===== config.mk =====
export PLATFORM = sky130hd
export DESIGN_NAME = arcade_input_mapper
export DESIGN_NICKNAME = d
export VERILOG_FILES = /design/src/rtl/arcade_input_mapper.sv
export SDC_FILE = /design/constraint.sdc
export NUM_CORES = 1
export LEC_CHECK = 0
export BUFFER_PORTS_ARGS = -buffer_cell sky130_fd_sc_hd__buf_2
export CAP_MARGIN = 20
export CORE_ASPECT_RATIO = 0.6
export CORE_UTILIZATION = 57
export DETAILED_ROUTE_END_ITERATION = 12
export PLACE_DENSITY = 0.88
export SLEW_MARGIN = 25
export SYNTH_ARGS = -nofsm -noshare
export SYNTH_HDL_FRONTEND = slang
export SYNTH_SLANG_ARGS = --single-unit

===== constraint.sdc =====
create_clock -name clk_sys -period 5.3 [get_ports clk_sys]
set_input_delay 1.325 -clock clk_sys [delete_from_list [all_inputs] [get_ports clk_sys]]
set_output_delay 1.325 -clock clk_sys [all_outputs]
set_load 0.02 [all_outputs]

===== src/rtl/arcade_input_mapper.sv =====
// Maps PS/2 keyboard events and two joysticks onto arcade player controls, with
// rotation, opposing-direction cancellation, shaped coin pulses and autofire.
module arcade_input_mapper #(
    parameter int          NPLAYERS     = 2,
    parameter logic [15:0] COIN_CYCLES  = 16'd50000,
    parameter logic [19:0] AUTOFIRE_DIV = 20'd400000
) (
    input  logic        clk_sys,
    input  logic        reset_n,
    input  logic [64:0] ps2_key,
    input  logic [15:0] joystick_0,
    input  logic [15:0] joystick_1,
    input  logic [1:0]  rotate,
    input  logic        autofire_en,
    output logic [3:0]  p1_dir,
    output logic [3:0]  p2_dir,
    output logic [2:0]  p1_btn,
    output logic [2:0]  p2_btn,
    output logic [1:0]  start,
    output logic [1:0]  coin
);

    localparam logic [15:0] COIN_LAST = COIN_CYCLES - 16'd1;
    localparam logic [19:0] AF_LAST   = AUTOFIRE_DIV - 20'd1;
    // Key-state bits kept for player 1 only when a single player is configured.
    localparam logic [17:0] P1_ONLY_MASK = 18'b010100000001111111;

    typedef enum logic [1:0] {
        COIN_IDLE    = 2'd0,
        COIN_ACTIVE  = 2'd1,
        COIN_LOCKOUT = 2'd2
    } coin_state_e;

    logic        toggle_q, toggle_d;
    logic        primed_q, primed_d;
    // [3:0] P1 {U,D,L,R}, [6:4] P1 {b2,b1,b0}, [10:7] P2 dir, [13:11] P2 btn,
    // [15:14] {start2,start1}, [17:16] {coin2,coin1}
    logic [17:0] keys_q, keys_d;
    logic [19:0] af_cnt_q, af_cnt_d;
    logic        af_phase_q, af_phase_d;
    coin_state_e coin_state_q [2];
    coin_state_e coin_state_d [2];
    logic [15:0] coin_cnt_q [2];
    logic [15:0] coin_cnt_d [2];
    logic [1:0]  coin_prev_q, coin_prev_d;
    logic [1:0]  coin_q, coin_d;
    logic [3:0]  p1_dir_q, p1_dir_d, p2_dir_q, p2_dir_d;
    logic [2:0]  p1_btn_q, p1_btn_d, p2_btn_q, p2_btn_d;
    logic [1:0]  start_q, start_d;

    logic        pressed_s, extended_s, key_event_s, af_gate_s;
    logic [8:0]  code_s;
    logic [15:0] joy1_s, joy2_s;
    logic [17:0] keys_eff_s;
    logic [3:0]  raw1_dir_s, raw2_dir_s;
    logic [2:0]  raw1_btn_s, raw2_btn_s;
    logic [1:0]  raw_start_s, raw_coin_s;
    logic        unused_ok_s;

    assign unused_ok_s = ^{joystick_0[15:9], joystick_1[15:9]};

    // Rotate a {U,D,L,R} vector, then cancel simultaneous opposing directions.
    function automatic logic [3:0] shape_dir(input logic [3:0] raw, input logic [1:0] rot);
        logic [3:0] r;
        case (rot)
            2'd1:    r = {raw[1], raw[0], raw[2], raw[3]};
            2'd2:    r = {raw[0], raw[1], raw[3], raw[2]};
            default: r = raw;
        endcase
        if (r[3] && r[2]) begin
            r[3:2] = 2'b00;
        end else begin
            r[3:2] = r[3:2];
        end
        if (r[1] && r[0]) begin
            r[1:0] = 2'b00;
        end else begin
            r[1:0] = r[1:0];
        end
        return r;
    endfunction

    // PS/2 event detection and key-state update.
    always_comb begin
        pressed_s   = (ps2_key[15:8] != 8'hF0);
        extended_s  = pressed_s ? (ps2_key[15:8] == 8'hE0) : (ps2_key[23:16] == 8'hE0);
        code_s      = (ps2_key[63:24] != 40'd0) ? 9'd0 : {extended_s, ps2_key[7:0]};
        key_event_s = primed_q & (ps2_key[64] != toggle_q);
        toggle_d    = ps2_key[64];
        primed_d    = 1'b1;
        keys_d      = keys_q;
        if (key_event_s) begin
            case (code_s)
                9'h175:         keys_d[3]  = pressed_s;
                9'h172:         keys_d[2]  = pressed_s;
                9'h16B:         keys_d[1]  = pressed_s;
                9'h174:         keys_d[0]  = pressed_s;
                9'h014, 9'h114: keys_d[4]  = pressed_s;
                9'h011, 9'h111: keys_d[5]  = pressed_s;
                9'h029, 9'h129: keys_d[6]  = pressed_s;
                9'h02D, 9'h12D: keys_d[10] = pressed_s;
                9'h02B, 9'h12B: keys_d[9]  = pressed_s;
                9'h023, 9'h123: keys_d[8]  = pressed_s;
                9'h034, 9'h134: keys_d[7]  = pressed_s;
                9'h01C, 9'h11C: keys_d[11] = pressed_s;
                9'h01B, 9'h11B: keys_d[12] = pressed_s;
                9'h015, 9'h115: keys_d[13] = pressed_s;
                9'h005, 9'h105: keys_d[14] = pressed_s;
                9'h006, 9'h106: keys_d[15] = pressed_s;
                9'h004, 9'h104: keys_d[16] = pressed_s;
                9'h00C, 9'h10C: keys_d[17] = pressed_s;
                default:        keys_d     = keys_q;
            endcase
        end else begin
            keys_d = keys_q;
        end
    end

    // Merge keys with joysticks and compute the next registered outputs.
    always_comb begin
        if (NPLAYERS == 1) begin
            joy1_s     = joystick_0 | joystick_1;
            joy2_s     = 16'h0000;
            keys_eff_s = keys_q & P1_ONLY_MASK;
        end else begin
            joy1_s     = joystick_0;
            joy2_s     = joystick_1;
            keys_eff_s = keys_q;
        end
        raw1_dir_s  = keys_eff_s[3:0]   | joy1_s[3:0];
        raw1_btn_s  = keys_eff_s[6:4]   | joy1_s[6:4];
        raw2_dir_s  = keys_eff_s[10:7]  | joy2_s[3:0];
        raw2_btn_s  = keys_eff_s[13:11] | joy2_s[6:4];
        raw_start_s = keys_eff_s[15:14] | {joy2_s[7], joy1_s[7]};
        raw_coin_s  = keys_eff_s[17:16] | {joy2_s[8], joy1_s[8]};
        af_gate_s   = af_phase_q | ~autofire_en;
        p1_dir_d    = shape_dir(raw1_dir_s, rotate);
        p2_dir_d    = shape_dir(raw2_dir_s, rotate);
        p1_btn_d    = {raw1_btn_s[2:1], raw1_btn_s[0] & af_gate_s};
        p2_btn_d    = {raw2_btn_s[2:1], raw2_btn_s[0] & af_gate_s};
        start_d     = raw_start_s;
    end

    // Free-running autofire divider; phase flips each time the counter wraps.
    always_comb begin
        if (af_cnt_q == AF_LAST) begin
            af_cnt_d   = 20'd0;
            af_phase_d = ~af_phase_q;
        end else begin
            af_cnt_d   = af_cnt_q + 20'd1;
            af_phase_d = af_phase_q;
        end
    end

    // Per-channel coin shaper: one fixed-width pulse, then an equal lockout.
    always_comb begin
        coin_prev_d = raw_coin_s;
        coin_d      = 2'b00;
        for (int ch = 0; ch < 2; ch++) begin
            coin_state_d[ch] = coin_state_q[ch];
            coin_cnt_d[ch]   = coin_cnt_q[ch];
            case (coin_state_q[ch])
                COIN_IDLE: begin
                    coin_cnt_d[ch] = 16'd0;
                    if (raw_coin_s[ch] && !coin_prev_q[ch]) begin
                        coin_state_d[ch] = COIN_ACTIVE;
                        coin_d[ch]       = 1'b1;
                    end else begin
                        coin_state_d[ch] = COIN_IDLE;
                    end
                end
                COIN_ACTIVE: begin
                    if (coin_cnt_q[ch] == COIN_LAST) begin
                        coin_state_d[ch] = COIN_LOCKOUT;
                        coin_cnt_d[ch]   = 16'd0;
                    end else begin
                        coin_cnt_d[ch] = coin_cnt_q[ch] + 16'd1;
                        coin_d[ch]     = 1'b1;
                    end
                end
                COIN_LOCKOUT: begin
                    if (coin_cnt_q[ch] == COIN_LAST) begin
                        coin_state_d[ch] = COIN_IDLE;
                        coin_cnt_d[ch]   = 16'd0;
                    end else begin
                        coin_cnt_d[ch] = coin_cnt_q[ch] + 16'd1;
                    end
                end
                default: begin
                    coin_state_d[ch] = COIN_IDLE;
                    coin_cnt_d[ch]   = 16'd0;
                end
            endcase
        end
    end

    // State and output registers.
    always_ff @(posedge clk_sys or negedge reset_n) begin
        if (!reset_n) begin
            toggle_q    <= 1'b0;
            primed_q    <= 1'b0;
            keys_q      <= 18'd0;
            af_cnt_q    <= 20'd0;
            af_phase_q  <= 1'b1;
            coin_prev_q <= 2'b00;
            coin_q      <= 2'b00;
            p1_dir_q    <= 4'd0;
            p2_dir_q    <= 4'd0;
            p1_btn_q    <= 3'd0;
            p2_btn_q    <= 3'd0;
            start_q     <= 2'b00;
            for (int ch = 0; ch < 2; ch++) begin
                coin_state_q[ch] <= COIN_IDLE;
                coin_cnt_q[ch]   <= 16'd0;
            end
        end else begin
            toggle_q    <= toggle_d;
            primed_q    <= primed_d;
            keys_q      <= keys_d;
            af_cnt_q    <= af_cnt_d;
            af_phase_q  <= af_phase_d;
            coin_prev_q <= coin_prev_d;
            coin_q      <= coin_d;
            p1_dir_q    <= p1_dir_d;
            p2_dir_q    <= p2_dir_d;
            p1_btn_q    <= p1_btn_d;
            p2_btn_q    <= p2_btn_d;
            start_q     <= start_d;
            for (int ch = 0; ch < 2; ch++) begin
                coin_state_q[ch] <= coin_state_d[ch];
                coin_cnt_q[ch]   <= coin_cnt_d[ch];
            end
        end
    end

    assign p1_dir = p1_dir_q;
    assign p2_dir = p2_dir_q;
    assign p1_btn = p1_btn_q;
    assign p2_btn = p2_btn_q;
    assign start  = start_q;
    assign coin   = coin_q;

endmodule


==> results of run 1 <==
where the power goes:
part / internal [W] / switching, W
clock network: 0.000361 / 0.000279
logic: 0.0000602 / 0.0000905
registers: 0.000758 / 0.00000858
sequential cells by signal (all words and copies together) (netlist names):
name / count
toggle_q: 1
coin_prev_q: 2
keys_eff_s: 18
af_cnt_q: 20
p2_btn: 3
coin_state_q: 4
primed_q: 1
coin_cnt_q: 32
p1_dir: 4
start: 2
p1_btn: 3
coin: 2
p2_dir: 4
af_phase_q: 1
area by class of cell:
type                    count  area share, %
flip-flops and latches     97          42.66
clock buffers              12          4.681
repair buffers            106          9.407
well taps                 108          2.374
clock inverters             4         0.5934
inverters                  11         0.7253
multi-input cells         341          39.56
placed cells by master (no fill, tap or decap), types with 8 or more instances in the layout:
cell type,instances
buf_2,104
dfrtp_1,96
nor2_1,68
nand2_1,26
xor2_1,26
nand3_1,21
xnor2_1,21
nand4_1,19
or2_2,18
mux2_2,18
nor3_1,14
nor4_1,13
a21oi_1,12
nor2b_1,12
inv_1,11
ha_1,11
and3_1,10
clkbuf_16,9
a22oi_1,8
path summary, 6_finish.rpt:
| path | from | end | slack, ns |
|---|---|---|---|
| worst max-delay path | ps2_key[43] | keys_eff_s[12] | 2.26 |
| worst min-delay path | keys_eff_s[14] | start[0] | 0.46 |
| worst max register to register | coin_cnt_q[4] | coin_cnt_q[2] | 3.19 |
| worst min register to register | keys_eff_s[14] | start[0] | 0.46 |
| max in group asynchronous | reset_n | p2_dir[1] | 3.31 |
| min in group asynchronous | reset_n | coin_cnt_q[19] | 1.06 |
cells by family (layout without fill, tap and decap cells):
family / Yosys count / in the layout
and+or+nand+nor: 236 / 236
DFF: 97 / 97
xor gates and xnor gates: 47 / 47
AOI/OAI and AO/OA: 26 / 26
buffers and inverters: 21 / 133
muxes: 20 / 20
adders and majority gates: 11 / 11
other: 1 / 1
per-layer routing:
layer / wire, µm / GRT usage (%)
met1: 4792 / 33.90
met2: 4818 / 41.83
met3: 630 / 7.969
met4: 135 / 8.333
met5: 0 / 0
metrics by stage:
step / setup slack (ns) / instances / power, W / hold slack, ns / utilization (%)
after floorplan: 2.229 / 459 / 0.0008499 / 0.4305 / -
after global placement: 1.919 / 663 / 0.0009236 / 0.4451 / 67.55
after detailed placement: 1.922 / 663 / 0.0009306 / 0.4510 / 67.61
after CTS: 2.287 / 679 / 0.001571 / 0.4632 / 71.37
after global routing: 2.137 / 679 / 0.001617 / 0.4823 / 71.37
final: 2.259 / 679 / 0.001557 / 0.4609 / 71.37
==> results.yml, run 1 <==
clocking:
  cts_hold_buf: 0
  cts_root_buf: "clkbuf_16"
  clock_path_buffers: 2
  htreeDepth: 3
  cts_setup_buffers: 0
  clock_latency_ns: 0.34
  cts_tree: "yes"
  cts_made_buffers: 9
  cts-resized-gates: 0
  clock-sinks: 97
  clkSlewWorstSetupHoldPaths_ns: 0.06
placement:
  gp_congestion: 0.9158
  place_area_mm2: 0.005393
  dp_hpwl_um: 7729
  place.port_buffers: 105
synthesis:
  syn_area_mm2: 0.004755
  synthSimpleGateAreaFrac_pct: 27.63
  synth_adder_area_share_pct: 2.895
  seq_area_frac_synth_pct: 51.08
  async_reset_ff_share_pct: 100.0
  synth_top_area_cell: "dfrtp_1"
  synth_edf_count: 0
  synth_warnings: 0
  ys_top_cells_by_count: "dfrtp_1 (96), nor2_1 (68), nand2_1 (26), xor2_1 (26)"
  synth_area_leaders: "dfrtp_1 (51%), nor2_1 (5.4%), xor2_1 (4.8%)"
  syn_inst: 459
  synth_compound_area_share_pct: 3.263
  synth_most_common_cell: "dfrtp_1"
  synth_ff_type: "dfrtp_1"
  ys_types: 37
  synth_top_area_share_pct: 50.53
  syn_nets: 572
  synth_xor_area_share_pct: 8.658
  synth_mux_area_share_pct: 4.737
  synth_top_family_by_area: "simple AND/OR/NAND/NOR gates"
  ys_seq_elements: 97
  syn_avg_cell_area_um2: 10.36
global_routing:
  antenna_found_initial: 0
  grt_pass1_wl_um: 17310
  grtUsageTotal_pct: 25.96
  grt_pass1_vias: 3694
  grt_max_degree: 66
  overflow: 0
worst_setup_path:
  critical-path-max-stage-delay_ns: 0.71
  path_max_fanout: 9
  crit_slowest_cell: "or4_1"
  arrival_ns: 3.27
  path_cells: "buf_2 -> nor4_1 -> nand4_1 -> or4_1 -> nor3_1 -> mux2_2"
  cp.depth: 6
  crit_family: "simple AND/OR/NAND/NOR gates"
  worst_ep_required_time_ns: 5.53
  end_kind: "flop"
  cp-start-kind: "input port"
  critPathBufInv: 1
  rr_worst_depth: 5
  crit_type: "in -> reg"
cells_and_area:
  multi_input_area_mm2: 0.002252
  antenna_cells: 0
  fin_nets: 679
  final_cell_area_mm2: 0.005693
  fillers: 604
  area_delta_synth_final_pct: 19.74
  area.sequential_mm2: 0.002429
  drive_gt1_share_pct: 29.07
sta:
  min_period_ns: 3.041
  rsz0062_at_grt: "false"
  fin_crit_sh_pct: 57.38
  slew_violations: 0
  setup_violations: 0
  tns_ns: 0
  fin_skew_ns: 0.006715
  fmax_mhz: 328.8
  slew_headroom_pct: 39.85
  hold_violations: 0
  worst_pin_slew_ns: 0.8940
floorplanning:
  rows: 25
  core-area_mm2: 0.007976
  die_area_mm2: 0.008722
  die_h_um: 72.75
  initial_core_util_pct: 59.61
  io_pins: 120
  die_w_um: 119.9
flow_run:
  cap_viol_max_count: 0
drt:
  dr.pass1.iters: 5
  detail-route-antenna-nets: 0
  post_drt_via_cell_ratio: 5.510
  wl_per_cell_um: 15.28
  post-route-drc-count: 0
  wirelength_um: 10380
  drt-initial-drc-count: 314
  vias: 3741
power:
  p_leak_nw: 2.641
  power.density_mw_per_mm2: 273.5
  vdd.ir_drop.worst_v: 0.0001624
hold_path:
  hold_depth: 1
  hp-class: "reg -> reg"
status:
  status: "completed"
Power figures use the tool's default switching activity.
==> run 2: changes to the inputs <==
--- a/config.mk
+++ b/config.mk
@@ -8,9 +8,9 @@
 export BUFFER_PORTS_ARGS = -buffer_cell sky130_fd_sc_hd__buf_2
 export CAP_MARGIN = 20
 export CORE_ASPECT_RATIO = 0.6
-export CORE_UTILIZATION = 57
+export CORE_UTILIZATION = 53
 export DETAILED_ROUTE_END_ITERATION = 12
-export PLACE_DENSITY = 0.88
+export PLACE_DENSITY = 0.83
 export SLEW_MARGIN = 25
 export SYNTH_ARGS = -nofsm -noshare
 export SYNTH_HDL_FRONTEND = slang
==> constraint.sdc (replaced) <==
create_clock -name clk_sys -period 2.95 [get_ports clk_sys]
set_input_delay 0.7375 -clock clk_sys [delete_from_list [all_inputs] [get_ports clk_sys]]
set_output_delay 0.7375 -clock clk_sys [all_outputs]
set_load 0.02 [all_outputs]
==> run 2 against run 1 <==
Power increased by 91%. Sequential cell count unchanged. Final cell count increased by 1.0%. First-iteration DRC count decreased by 18%. Clock power increased by 110%. Clock skew increased by 0.0014 ns. Sequential power increased by 80%. Core utilization decreased by 4.2 points. Critical path depth unchanged. Non-clock buffer count increased by 3.
==> results.yml, run 2 (synthesis gave the netlist of run 1 again) <==
status:
  status: "completed"
drt:
  vias: 3742
  drt-initial-drc-count: 256
  post-route-drc-count: 0
  post_drt_via_cell_ratio: 5.455
  detail-route-antenna-nets: 0
  wl_per_cell_um: 15.24
  wirelength_um: 10460
  dr.pass1.iters: 4
sta:
  hold_violations: 0
  slew_violations: 0
  fin_skew_ns: 0.008108
  slew_headroom_pct: 33.08
  setup_violations: 0
  fmax_mhz: 405.5
  rsz0062_at_grt: "false"
  tns_ns: 0
  min_period_ns: 2.466
  fin_crit_sh_pct: 83.60
  worst_pin_slew_ns: 0.9947
  holdWs_ns: 0.3761
clocking:
  cts_setup_buffers: 0
  clkSlewWorstSetupHoldPaths_ns: 0.06
  clock_latency_ns: 0.35
  cts_tree: "yes"
  cts_root_buf: "clkbuf_16"
  cts_made_buffers: 9
  htreeDepth: 3
  cts_hold_buf: 0
  clock-sinks: 97
  clock_path_buffers: 2
  cts-resized-gates: 0
worst_setup_path:
  setup.worst_path.start: "ps2_key[37]"
  path_max_fanout: 9
  cp-start-kind: "input port"
  r2r_start: "coin_cnt_q[0]"
  worst_ep_required_time_ns: 3.18
  arrival_ns: 2.69
  end_kind: "flop"
  crit_type: "in -> reg"
placement:
  dpl.cell_count: 670
  place.port_buffers: 105
  place_area_mm2: 0.005428
  dp_hpwl_um: 7599
  gp_congestion: 0.9379
cells_and_area:
  drive_gt1_share_pct: 29.09
  layout_common_cells: "buf_2 (104), dfrtp_1 (96), nor2_1 (68), nand2_1 (26), xor2_1 (26)"
  largest_register: "coin_cnt_q"
  area.sequential_mm2: 0.002429
  multi_input_area_mm2: 0.002247
  area_delta_synth_final_pct: 21.34
  largest_reg_flops: 32
  fin_nets: 682
  antenna_cells: 0
  mostFrequentLayoutCell: "buf_2"
  final_cell_area_mm2: 0.005769
  stdcell_count: 686
  fillers: 652
global_routing:
  grt_max_degree: 44
  grt_pass1_vias: 3814
  grtUsageTotal_pct: 25.00
  antenna_found_initial: 0
  grt_pass1_wl_um: 18280
  overflow: 0
power:
  clkPwrFrac_pct: 44.6
  p_int_w: 0.002305
  vdd.ir_drop.worst_v: 0.0003301
  power.density_mw_per_mm2: 515.9
  combPwrFrac_pct: 9.2
  sw_frac_of_total_pct: 22.55
  switchingPower_w: 0.0006713
  p_leak_nw: 2.683
  p_seq_share_pct: 46.2
floorplanning:
  die_h_um: 75.37
  rows: 26
  die_w_um: 124.3
  initial_core_util_pct: 55.36
  die_area_mm2: 0.009366
  core-area_mm2: 0.008588
  io_pins: 120
flow_run:
  cap_viol_max_count: 0
hold_path:
  hp-class: "in -> async"
## run 2: changes by cell type in the layout (fill, tap and decap cells not counted), sizes merged
cell	delta
clkinvlp	-1
bufinv	+3
buf	+3
clkbuf	-2
## run 2: worst paths after layout
path | depth (start not counted) | to | slack, ns
max reg2reg | 5 | coin_cnt_q[7] | 0.82
max in group asynchronous | 2 | p2_dir[1] | 1.92
min in group clk_sys | 1 | start[0] | 0.47
max | 6 | keys_eff_s[5] | 0.48
min reg2reg | 1 | start[0] | 0.47
min | 1 | coin_cnt_q[18] | 0.38
## run 2: metrics by stage
stage               power, W  utilization, %  worst slack [ns]
finish              0.002977           67.18            0.4838
global placement    0.001662           63.20            0.1689
CTS                 0.003003           67.18            0.5066
floorplan           0.001527               -            0.4661
global route        0.003091           67.18            0.3422
detailed placement  0.001673           63.20            0.1468
## run 2: worst max-delay path: stages
cell and delay, ns:
buf_2 0.09, nor4_1 0.28, nand4_1 0.18, or4_1 0.71
nor3_1 0.31, mux2_2 0.37
## run 2: cell type report
class	count	area share (%)
Timing Repair Buffer	109	9.889
Clock buffer	10	3.969
Clock inverter	6	1.952
Inverter	11	0.7157
Multi-Input combinational cell	341	38.95
Tap cell	112	2.429
Sequential cell	97	42.10
## run 2: metal layers
layer / track usage (%) / wire length, µm / vias up
met1: 33.50 / 4975 / 1815
li1: - / - / 1822
met5: 0 / 0 / -
met4: 5.221 / 80 / 0
met2: 40.82 / 4810 / 95
met3: 8.006 / 589 / 10
## run 2: power groups by stage
stage	combinational (W)	sequential (W)	clock, W
3_5_place_dp	0.000273	0.00140	0
3_3_place_gp	0.000263	0.00140	0
4_1_cts	0.000276	0.00138	0.00135
6_report	0.000273	0.00138	0.00133
5_1_grt	0.000306	0.00138	0.00141
2_1_floorplan	0.0000992	0.00143	0
==> run 3: changes to the inputs <==
--- a/config.mk
+++ b/config.mk
@@ -5,12 +5,13 @@
 export SDC_FILE = /design/constraint.sdc
 export NUM_CORES = 1
 export LEC_CHECK = 0
+export ABC_AREA = 1
 export BUFFER_PORTS_ARGS = -buffer_cell sky130_fd_sc_hd__buf_2
 export CAP_MARGIN = 20
 export CORE_ASPECT_RATIO = 0.6
-export CORE_UTILIZATION = 53
+export CORE_UTILIZATION = 55
 export DETAILED_ROUTE_END_ITERATION = 12
-export PLACE_DENSITY = 0.83
+export PLACE_DENSITY = 0.84
 export SLEW_MARGIN = 25
 export SYNTH_ARGS = -nofsm -noshare
 export SYNTH_HDL_FRONTEND = slang
==> constraint.sdc (replaced) <==
create_clock -name clk_sys -period 2.43 [get_ports clk_sys]
set_input_delay 0.6075 -clock clk_sys [delete_from_list [all_inputs] [get_ports clk_sys]]
set_output_delay 0.6075 -clock clk_sys [all_outputs]
set_load 0.02 [all_outputs]
==> run 3 against run 2 <==
Non-clock buffer count up 2. Clock skew down 0.0030 ns. Die area up 8.1%. Critical path depth up 4. Sequential power up 19%. Largest cell class is now multi-input combinational cells. Largest power group unchanged.
==> results.yml, run 3 <==
global_routing:
  antenna_found_initial: 0
  grt_pass1_vias: 4672
  grt_max_degree: 44
  grtUsageTotal_pct: 26.88
  overflow: 0
  grt_pass1_wl_um: 21260
clocking:
  clock-sinks: 97
  cts-resized-gates: 0
  cts_tree: "yes"
  cts_hold_buf: 0
  htreeDepth: 3
  cts_root_buf: "clkbuf_16"
  cts_made_buffers: 9
  clkSlewWorstSetupHoldPaths_ns: 0.07
  clock_path_buffers: 2
  clock_latency_ns: 0.35
  cts_setup_buffers: 0
synthesis:
  ys_types: 42
  seq_area_frac_synth_pct: 45.45
  syn_inst: 691
  synth_edf_count: 0
  synth_area_leaders: "dfrtp_1 (45%), nand2_1 (9.3%), nor2_1 (8.4%)"
  synth_most_common_cell: "nand2_1"
  syn_avg_cell_area_um2: 7.734
  synth_ff_type: "dfrtp_1"
  syn_area_mm2: 0.005344
  synth_top_area_share_pct: 44.95
  ys_top_cells_by_count: "nand2_1 (132), nor2_1 (119), inv_1 (108), dfrtp_1 (96), nand3_1 (39)"
  synth_top_area_cell: "dfrtp_1"
  ys_seq_elements: 97
  syn_nets: 804
  async_reset_ff_share_pct: 100.0
  synth_warnings: 0
sta:
  fin_skew_ns: 0.005104
  holdWs_ns: 0.2435
  rsz0062_at_grt: "false"
  slew_violations: 0
  slew_headroom_pct: 62.27
  fin_ws_ns: 0.5273
  tns_ns: 0
  fin_crit_sh_pct: 78.30
  fmax_mhz: 525.6
  min_period_ns: 1.903
  hold_violations: 0
  setup_violations: 0
  worst_pin_slew_ns: 0.5660
status:
  status: "completed"
worst_setup_path:
  arrival_ns: 2.13
  path_max_fanout: 4
  cp-start-kind: "flop"
  end_kind: "flop"
  crit_type: "reg -> reg"
  worst_ep_required_time_ns: 2.66
floorplanning:
  io_pins: 120
  rows: 27
  die_w_um: 129.3
  die_area_mm2: 0.01013
  die_h_um: 78.35
  initial_core_util_pct: 57.52
  core-area_mm2: 0.009290
cells_and_area:
  antenna_cells: 0
  layout_common_cells: "nand2_1 (132), nor2_1 (119), inv_1 (108), buf_2 (104), dfrtp_1 (96)"
  largest_register: "coin_cnt_q"
  final_cell_area_mm2: 0.006316
  fin_util_pct: 67.99
  area_delta_synth_final_pct: 18.19
  mostFrequentLayoutCell: "nand2_1"
  largest_reg_flops: 32
  drive_gt1_share_pct: 21.51
  fin_nets: 918
  multi_input_area_mm2: 0.002441
  area.sequential_mm2: 0.002429
  fillers: 776
drt:
  dr.pass1.iters: 5
  vias: 4934
  post-route-drc-count: 0
  detail-route-antenna-nets: 0
  wirelength_um: 12380
  drt-initial-drc-count: 376
  post_drt_via_cell_ratio: 5.255
  wl_per_cell_um: 13.18
placement:
  place.port_buffers: 105
  gp_congestion: 0.9583
  dp_slack_ns: 0.2417
  place_area_mm2: 0.006046
  dp_hpwl_um: 9457
flow_run:
  cap_viol_max_count: 0
power:
  p_leak_nw: 3.221
  power.density_mw_per_mm2: 509.7
  vdd.ir_drop.worst_v: 0.0003979
hold_path:
  hp-class: "in -> async"
## run 3: cell type report
type	count	share of cell area (%)
clock inverter	4	0.4358
multi-input combinational	472	38.65
sequential	97	38.45
clock buffer	11	3.843
timing repair buffer	111	9.271
inverter	114	6.775
tap	130	2.575
## run 3: kinds of logic after synthesis
logic type | Yosys count | synth area share (%)
other | 1 | 0.07017
AND/OR/NAND/NOR | 387 | 34.09
flip-flops | 97 | 45.45
XOR/XNOR | 17 | 2.786
adder cells (fa/ha/maj) | 11 | 2.575
AO/OA/AOI/OAI | 56 | 6.158
buffers and inverters | 122 | 8.874
## run 3: power breakdown
part           leakage, nW  switching [W]  internal [W]
clock network        0.136       0.000607      0.000721
registers             1.17     0.00000572       0.00163
logic                 1.92       0.000154     0.0000978
total                 3.22       0.000767       0.00245
## run 3: metal layers
layer,wire length [µm],global-route usage [%],vias up
li1,-,-,2418
met1,5757,36.15,2339
met2,5792,43.39,162
met5,0,0,-
met3,698,6.408,15
met4,133,7.647,0
## run 3: final timing paths
check                          startpoint             end  slack, ns  depth (start not counted)
min in group clk_sys          ps2_key[64]        toggle_q       0.39                          1
min                               reset_n  coin_cnt_q[24]       0.24                          1
max                        coin_cnt_q[16]  coin_cnt_q[28]       0.53                         10
min reg2reg                coin_prev_q[0]         coin[0]       0.46                          1
max reg2reg                coin_cnt_q[16]  coin_cnt_q[28]       0.53                         10
max in group asynchronous         reset_n   coin_cnt_q[7]       1.56                          2
## run 3: critical path: stages (launching register included)
cell	delay [ns]
dfrtp_1	0.38
ha_1	0.18
nand2_1	0.09
nor2_2	0.18
nand3_1	0.10
nor2_1	0.19
nand2_1	0.12
nor2_2	0.20
nand3_1	0.13
xor2_1	0.16
nor2_1	0.06
## run 3: stage by stage
step / power (W) / cells
global route: 0.003341 / 939
floorplan: 0.001768 / 691
finish: 0.003219 / 939
detailed placement: 0.001922 / 924
CTS: 0.003242 / 939
global placement: 0.001908 / 924
